`config.mk`:
```
export PLATFORM = sky130hd
export DESIGN_NAME = adiabatic_pclk_sequencer
export DESIGN_NICKNAME = d
export VERILOG_FILES = /design/src/rtl/adiabatic_pclk_sequencer.sv
export SDC_FILE = /design/constraint.sdc
export NUM_CORES = 1
export LEC_CHECK = 0
export CAP_MARGIN = 5
export CORE_ASPECT_RATIO = 1.75
export CORE_MARGIN = 5
export CORE_UTILIZATION = 41
export CTS_BUF_LIST = sky130_fd_sc_hd__clkbuf_16
export DETAILED_ROUTE_END_ITERATION = 7
export PLACE_DENSITY = 0.68
export SLEW_MARGIN = 20
export SYNTH_ARGS = -nofsm -noshare
export SYNTH_HDL_FRONTEND = slang
export SYNTH_SLANG_ARGS = --single-unit
export TNS_END_PERCENT = 20
```
`constraint.sdc`:
```
create_clock -name clk -period 13.5 [get_ports clk]
set_clock_uncertainty 0.15 [all_clocks]
set_input_delay 1.35 -clock clk [delete_from_list [all_inputs] [get_ports clk]]
set_output_delay 1.35 -clock clk [all_outputs]
set_load 0.01 [all_outputs]
```
`src/rtl/adiabatic_pclk_sequencer.sv`:
```
// Power-clock sequencer: staggered trapezoidal ramp codes for N_PHASE adiabatic phases,
// with a run/stop handshake that drains every started phase back to idle.
module adiabatic_pclk_sequencer #(
    parameter int unsigned N_PHASE   = 4,
    parameter int unsigned CODE_W    = 8,
    parameter int unsigned RAMP_LOG2 = 3
) (
    input  logic                      clk,
    input  logic                      rst_n,
    input  logic                      run_req_i,
    output logic                      run_ack_o,
    output logic                      busy_o,
    output logic [N_PHASE*CODE_W-1:0] clkpos_code_o,
    output logic [N_PHASE*CODE_W-1:0] clkneg_code_o,
    output logic [N_PHASE-1:0]        phase_active_o,
    output logic [N_PHASE-1:0]        eval_strobe_o
);
    localparam int unsigned ProdW = CODE_W + RAMP_LOG2;

    localparam logic [1:0] StOff   = 2'd0;
    localparam logic [1:0] StStart = 2'd1;
    localparam logic [1:0] StRun   = 2'd2;
    localparam logic [1:0] StDrain = 2'd3;

    localparam logic [RAMP_LOG2-1:0] CLast  = '1;
    localparam logic [ProdW-1:0]     MaxExt = {{RAMP_LOG2{1'b0}}, {CODE_W{1'b1}}};

    logic [1:0]                state_q, state_d;
    logic [1:0]                q_q, q_d;
    logic [RAMP_LOG2-1:0]      c_q, c_d;
    logic [N_PHASE-1:0]        active_q, active_d;
    logic [N_PHASE*CODE_W-1:0] code_q, code_d;
    logic [N_PHASE-1:0]        strobe_q, strobe_d;
    logic [1:0]                lq;
    logic [ProdW-1:0]          prod;

    always_comb begin
        state_d  = state_q;
        q_d      = q_q;
        c_d      = '0;
        active_d = active_q;
        if (state_q != StOff) begin
            c_d = c_q + 1'b1;
            if (c_q == CLast) begin
                q_d = q_q + 2'd1;
            end
        end
        unique case (state_q)
            StOff: begin
                if (run_req_i) begin
                    q_d         = '0;
                    active_d    = '0;
                    active_d[0] = 1'b1;
                    state_d     = (N_PHASE == 1) ? StRun : StStart;
                end
            end
            StStart: begin
                if (!run_req_i) begin
                    state_d = StDrain;
                end else begin
                    // Phase i joins on the wrap edge where the quarter count reaches i.
                    for (int unsigned i = 1; i < N_PHASE; i++) begin
                        if (c_d == '0 && q_d == 2'(i)) begin
                            active_d[i] = 1'b1;
                        end
                    end
                    if (active_d[N_PHASE-1]) begin
                        state_d = StRun;
                    end
                end
            end
            StRun: begin
                if (!run_req_i) begin
                    state_d = StDrain;
                end
            end
            StDrain: begin
                // A phase retires only on the edge it enters its idle quarter.
                for (int unsigned i = 0; i < N_PHASE; i++) begin
                    if (c_d == '0 && (q_d - 2'(i)) == 2'd3) begin
                        active_d[i] = 1'b0;
                    end
                end
                if (active_d == '0) begin
                    state_d = StOff;
                    q_d     = '0;
                    c_d     = '0;
                end
            end
        endcase
    end

    // Codes and strobes are derived from next-state counters so they land on the same edge.
    always_comb begin
        code_d   = '0;
        strobe_d = '0;
        lq       = '0;
        prod     = '0;
        for (int unsigned i = 0; i < N_PHASE; i++) begin
            lq   = q_d - 2'(i);
            prod = '0;
            if (active_d[i]) begin
                unique case (lq)
                    2'd0:    prod = ({{CODE_W{1'b0}}, c_d} + ProdW'(1)) * MaxExt;
                    2'd1:    prod = MaxExt << RAMP_LOG2;
                    2'd2:    prod = {{CODE_W{1'b0}}, CLast - c_d} * MaxExt;
                    default: prod = '0;
                endcase
                strobe_d[i] = (lq == 2'd1) && (c_d == '0);
            end
            code_d[i*CODE_W +: CODE_W] = prod[ProdW-1:RAMP_LOG2];
        end
    end

    always_ff @(posedge clk or negedge rst_n) begin
        if (!rst_n) begin
            state_q  <= StOff;
            q_q      <= '0;
            c_q      <= '0;
            active_q <= '0;
            code_q   <= '0;
            strobe_q <= '0;
        end else begin
            state_q  <= state_d;
            q_q      <= q_d;
            c_q      <= c_d;
            active_q <= active_d;
            code_q   <= code_d;
            strobe_q <= strobe_d;
        end
    end

    assign run_ack_o      = (state_q == StRun);
    assign busy_o         = (state_q != StOff);
    assign clkpos_code_o  = code_q;
    assign clkneg_code_o  = ~code_q;
    assign phase_active_o = active_q;
    assign eval_strobe_o  = strobe_q;

endmodule

```
==> Word level (Yosys, flattened, before mapping) <==
Cells that the tools add are included.
{ "op_classes": {"n_addsub": 10, "n_reduce_logical": 20, "bitwise": 1, "eq_ne": 22, "n_mux": 43, "mul": 2} }
{ "ops": {"columns": ["cell", "n"], "rows": [
  ["11-bit one-hot mux with 3 select lines", 4],
  ["11-bit two-way mux", 4],
  ["32-bit inverter", 1],
  ["2-bit == test, second input constant", 11],
  ["2-bit two-way mux", 9],
  ["1-bit two-way mux", 17],
  ["2-bit by 1-bit == test with 1-bit output, second input constant", 6],
  ["3-bit two-way mux", 4],
  ["3-bit by 8-bit multiplier with 11-bit output, second input constant", 1],
  ["4-bit by 8-bit multiplier with 11-bit output, second input constant", 1],
  ["1-bit logical AND", 10],
  ["2-bit logical NOT", 5],
  ["3-bit one-hot mux with 3 select lines", 1],
  ["2-bit one-hot mux with 4 select lines", 1],
  ["2-bit subtractor, second input constant", 4],
  ["3-bit logical NOT", 2],
  ["2-bit != test, second input constant", 3],
  ["3-bit by 1-bit adder with 4-bit output, second input constant", 1],
  ["4-bit logical NOT", 1],
  ["4-bit two-way mux", 1],
  ["2-bit one-hot mux with 2 select lines", 1],
  ["4-bit AND reduction", 1],
  ["2-bit by 1-bit subtractor with 2-bit output, second input constant", 2],
  ["3-bit by 1-bit adder with 3-bit output, second input constant", 1],
  ["other kinds (6)", 6]
]} }
{ "totals": {"output_inout_bits": 74, "input_bits": 3, "word_cells": 104, "register_bits": 47} }

==> Depth between registers and ports, before layout <==
{ "logic_depth": {"ltp_word": 15, "ltp_mapped": 23, "depth_no_buf": 23} }

==> Least setup slack after synthesis <==
Ideal clock, no wire load.
{ "synth_timing": {"path_kind": "reg-to-reg", "startpoint": "register c_q[0]", "endpoint": "register code_q[7] (netlist: clkpos_code_o[7])", "t_arrival_ps": 5605, "path_buffers": 0, "slack_ps": 7599, "period_less_slack_ps": 5901, "t_required_ps": 13203, "setup_ps": 147, "stages_incl_launch_ff": 22, "path_cell_list": "dfrtp_1 > ha_1 > ha_1 > nor3b_2 > a21oi_1 > a2111oi_4 > o32ai_2 > o21ai_1 > or2_1 > inv_1 > ha_1 > xnor2_1 > inv_1 > fa_1 > fa_1 > ha_1 > a21o_1 > a211o_1 > a21oi_1 > xnor2_1 > and2_1 > o32ai_1"} }
{ "synth_via": {"elab_chain_cells": 15, "word_cells_on_any_way": 41, "classes_between": "add/sub: 6; mul: 2; eq/ne: 7; mux: 19; reduce/logical: 7"} }
{ "synth_lines": {"columns": ["element", "line", "source"], "rows": [
  ["from (decl)", "30", "logic [RAMP_LOG2-1:0] c_q, c_d;"],
  ["from (signal assigned)", "119", "c_q <= '0;"],
  ["from (signal assigned)", "126", "c_q <= c_d;"],
  ["3-bit == test", "44", "if (c_q == CLast) begin"],
  ["2-bit two-way mux", "44", null],
  ["2-bit two-way mux", "42", "if (state_q != StOff) begin"],
  ["2-bit by 1-bit subtractor with 2-bit output / 2-bit subtractor (equally long branches)", "80", "if (c_d == '0 && (q_d - 2'(i)) == 2'd3) begin"],
  ["2-bit == test", "80", null],
  ["1-bit logical AND", "80", null],
  ["1-bit two-way mux", "80", null],
  ["1-bit two-way mux", "48", "unique case (state_q)"],
  ["4-bit logical NOT", "84", "if (active_d == '0) begin"],
  ["3-bit two-way mux", "84", null],
  ["3-bit two-way mux *", "48", null],
  ["via c_d[0]", "30", null],
  ["3-bit subtractor / 3-bit by 1-bit adder with 4-bit output (equally long branches)", "106, 104", null],
  ["3-bit by 8-bit multiplier with 11-bit output / 4-bit by 8-bit multiplier with 11-bit output (equally long branches)", "106, 104", null],
  ["11-bit one-hot mux with 3 select lines *", "103", "unique case (lq)"],
  ["11-bit two-way mux *", "102", "if (active_d[i]) begin"],
  ["via code_d[7]", "32", "logic [N_PHASE*CODE_W-1:0] code_q, code_d;"],
  ["to (signal assigned)", "128", "code_q <= code_d;"],
  ["to (decl)", "32", null]
]} }
The timed path passes the listed nets; every way through them passes the cells marked *. The select of a mux whose other input is x is not followed.
A chain may end at the register's enable or synchronous reset.

==> Final worst setup path <==
Same ends and word-level chain as after synthesis.

==> results_dict.tcl <==
set metrics [dict create \
    die_area_sq_um 9690 \
    ant_nets 0 \
    clock_path_buffers 2 \
    nets 438 \
    start_util_pct 42.0 \
    synthAdderAreaFrac_pct 16.9 \
    core_sq_um 7570 \
    path_clk_slew_ns 0.06 \
    synth_top_family_by_area "compound AO/OA/AOI/OAI gates" \
    synth-compound-area-share_pct 21.5 \
    drc 0 \
    ys_ff_latch 47 \
    synth_top_area_cell "dfrtp_1" \
    synth_fp_nets 363 \
    cts.htree.levels 2 \
    clock_latency_ns 0.29 \
    slew_violations 0 \
    maxCapViolations 0 \
    synth.most_common_cell "inv_1" \
    synthFlopType "dfrtp_1" \
    yosys.area_share.simple_pct 11.9 \
    grt_overflow 0 \
    worst_setup_path_start_kind "flip-flop" \
    hold_viol_final 0 \
    syn2layout_area_growth_pct 31.0 \
    fillers 676 \
    grt_pass1_wl_mm 14.0 \
    cts_buffers 5 \
    cts_resized 0 \
    cts_setup_buffers 0 \
    seq_area_sq_um 1180 \
    grtUsageTotal_pct 18.3 \
    hold_buffers 0 \
    diodes 0 \
    synthTopCellsByArea "dfrtp_1 (37%), ha_1 (11%), inv_1 (7.0%)" \
    cts-root-buf "clkbuf_16" \
    fin_setup_tns_ns 0 \
    drive_above_1_share_pct 6.77 \
    die_h_um 127 \
    num_io_pins 77 \
    crit_type "flip-flop to flip-flop" \
    post_synth_num_cell_types 54 \
    hold_class "flip-flop to flip-flop" \
    dr.pass1.iters 4 \
    wl_mm 8.68 \
    cp.arrival_ns 6.57 \
    multi_input_area_sq_um 1730 \
    end_kind "flip-flop" \
    dieWidth_um 76.6 \
    grt_max_degree 48 \
    wl_met1_mm 2.99 \
    grt_antenna_before_repair 0 \
    grt_setup_unrepaired "no" \
    io_buffer_count 76 \
    dpl.hpwl_mm 7.16 \
    rows 42 \
    post-route-period-util_pct 48.7 \
    met3_length_um 191 \
    max-slew-margin-rel_pct 45.7 \
    clock-sinks 47 \
    avgSynthCellArea_sq_um 9.85 \
    ys_top_cells_by_count "inv_1 (59), dfrtp_1 (47), ha_1 (27)" \
    seq_area_frac_synth_pct 37.0 \
    wl_per_cell_um 17.8 \
    grt_pass1_vias 2698 \
    synth_warnings 0 \
    synth.area.mux_share_pct 0.629 \
    tightest_slew_ns 0.815 \
    setup_viol_count_final 0 \
    top_layer "met4" \
    yosys.area.top_type_share_pct 37.0 \
    cts_tree "built" \
    synthXorXnorAreaFrac_pct 3.54 \
    critPathMaxFanout 10 \
    syn-cell-area_sq_um 3180 \
    synth_edf_count 0 \
    gp_congestion 0.911 \
    dr_wl_met2_mm 5.05 \
    timing.fmax_ghz 0.152 \
    status "finished clean" \
    crit_required_ns 13.49 \
    layout_min_cycle_time_ns 6.58 \
    synthArstFlopShare_pct 100 \
    synthCells 323 \
    viasPerCell 5.38 \
    vias 2622 \
    drt_iter0_drc 124 \
]
[per-stage QoR]
| stage | area [sq um] | cells | worst slack, ns | hold WS [ns] | util (%) |
|---|---|---|---|---|---|
| floorplan | 3180 | 323 | 7.60 | 0.427 | - |
| global placement | 4000 | 479 | 7.12 | 0.453 | 52.9 |
| detailed placement | 4000 | 479 | 6.96 | 0.475 | 52.9 |
| CTS | 4170 | 487 | 6.93 | 0.481 | 55.1 |
| global route | 4170 | 487 | 6.38 | 0.515 | 55.1 |
| finish | 4170 | 487 | 6.92 | 0.481 | 55.1 |
[critical path, cell delays in order (launching register included)]
cell and delay, ns:
dfrtp_1 0.41, ha_1 0.24, ha_1 0.34, nor3b_2 0.27, a21oi_1 0.15, a2111oi_4 0.41, o32ai_2 0.20, o21ai_1 0.19
or2_1 0.42, inv_1 0.23, ha_1 0.28, xnor2_1 0.29, inv_1 0.16, fa_1 0.62, fa_1 0.49, ha_1 0.39
a21o_1 0.19, a211o_1 0.28, a21oi_1 0.20, xnor2_1 0.18, and2_1 0.21, o32ai_1 0.09
[path summary, 6_finish.rpt]
path | startpoint | end | slack (ns) | cells after the start
setup / recovery | c_q[0] | clkpos_code_o[7] | 6.92 | 21
hold / removal | state_q[0] | state_q[0] | 0.48 | 1
setup reg to reg | c_q[0] | clkpos_code_o[7] | 6.92 | 21
hold reg to reg | state_q[0] | state_q[0] | 0.48 | 1
max in group asynchronous | rst_n | eval_strobe_o[2] | 11.88 | 1
min in group asynchronous | rst_n | clkpos_code_o[13] | 0.91 | 1
[cells in the final DEF (no fill, tap or decap), types with 5 or more instances in the layout]
| master | n |
|---|---|
| nand2_1 | 12 |
| nor2_1 | 14 |
| fa_1 | 10 |
| nor3_1 | 5 |
| clkbuf_16 | 5 |
| o21ai_0 | 13 |
| o32ai_1 | 14 |
| and2_1 | 8 |
| clkdlybuf4s50_1 | 75 |
| a21oi_1 | 19 |
| xnor2_1 | 8 |
| ha_1 | 27 |
| dfrtp_1 | 47 |
| o31ai_1 | 9 |
| inv_1 | 59 |
[cells by family after synthesis]
family	after synthesis
fa+ha+maj	37
flops	47
xor+xnor	12
buf+inv	69
compound gates	91
simple gates	65
mux	2
[routing by layer]
| metal | vias to the layer above | GRT usage, % |
|---|---|---|
| met5 | - | 0 |
| met4 | 0 | 11.7 |
| met3 | 26 | 2.34 |
| met2 | 60 | 34.4 |
| met1 | 1279 | 18.4 |
| li1 | 1257 | - |
[cell type report]
class	count	area share, %
Tap cell	88	2.64
Clock buffer	5	3.00
Sequential cell	47	28.2
Multi-Input combinational cell	207	41.5
Timing Repair Buffer	76	18.2
Inverter	61	5.49
Clock inverter	3	0.930
[sequential cells by signal, indices dropped and copies added (netlist names)]
register / count
c_q: 3
phase_active_o: 4
eval_strobe_o: 4
clkpos_code_o: 32
q_q: 2
state_q: 2
Power is left out: the tool's default activity adds up to more than one toggle a clock period on the data nets, which glitch-free logic cannot reach.
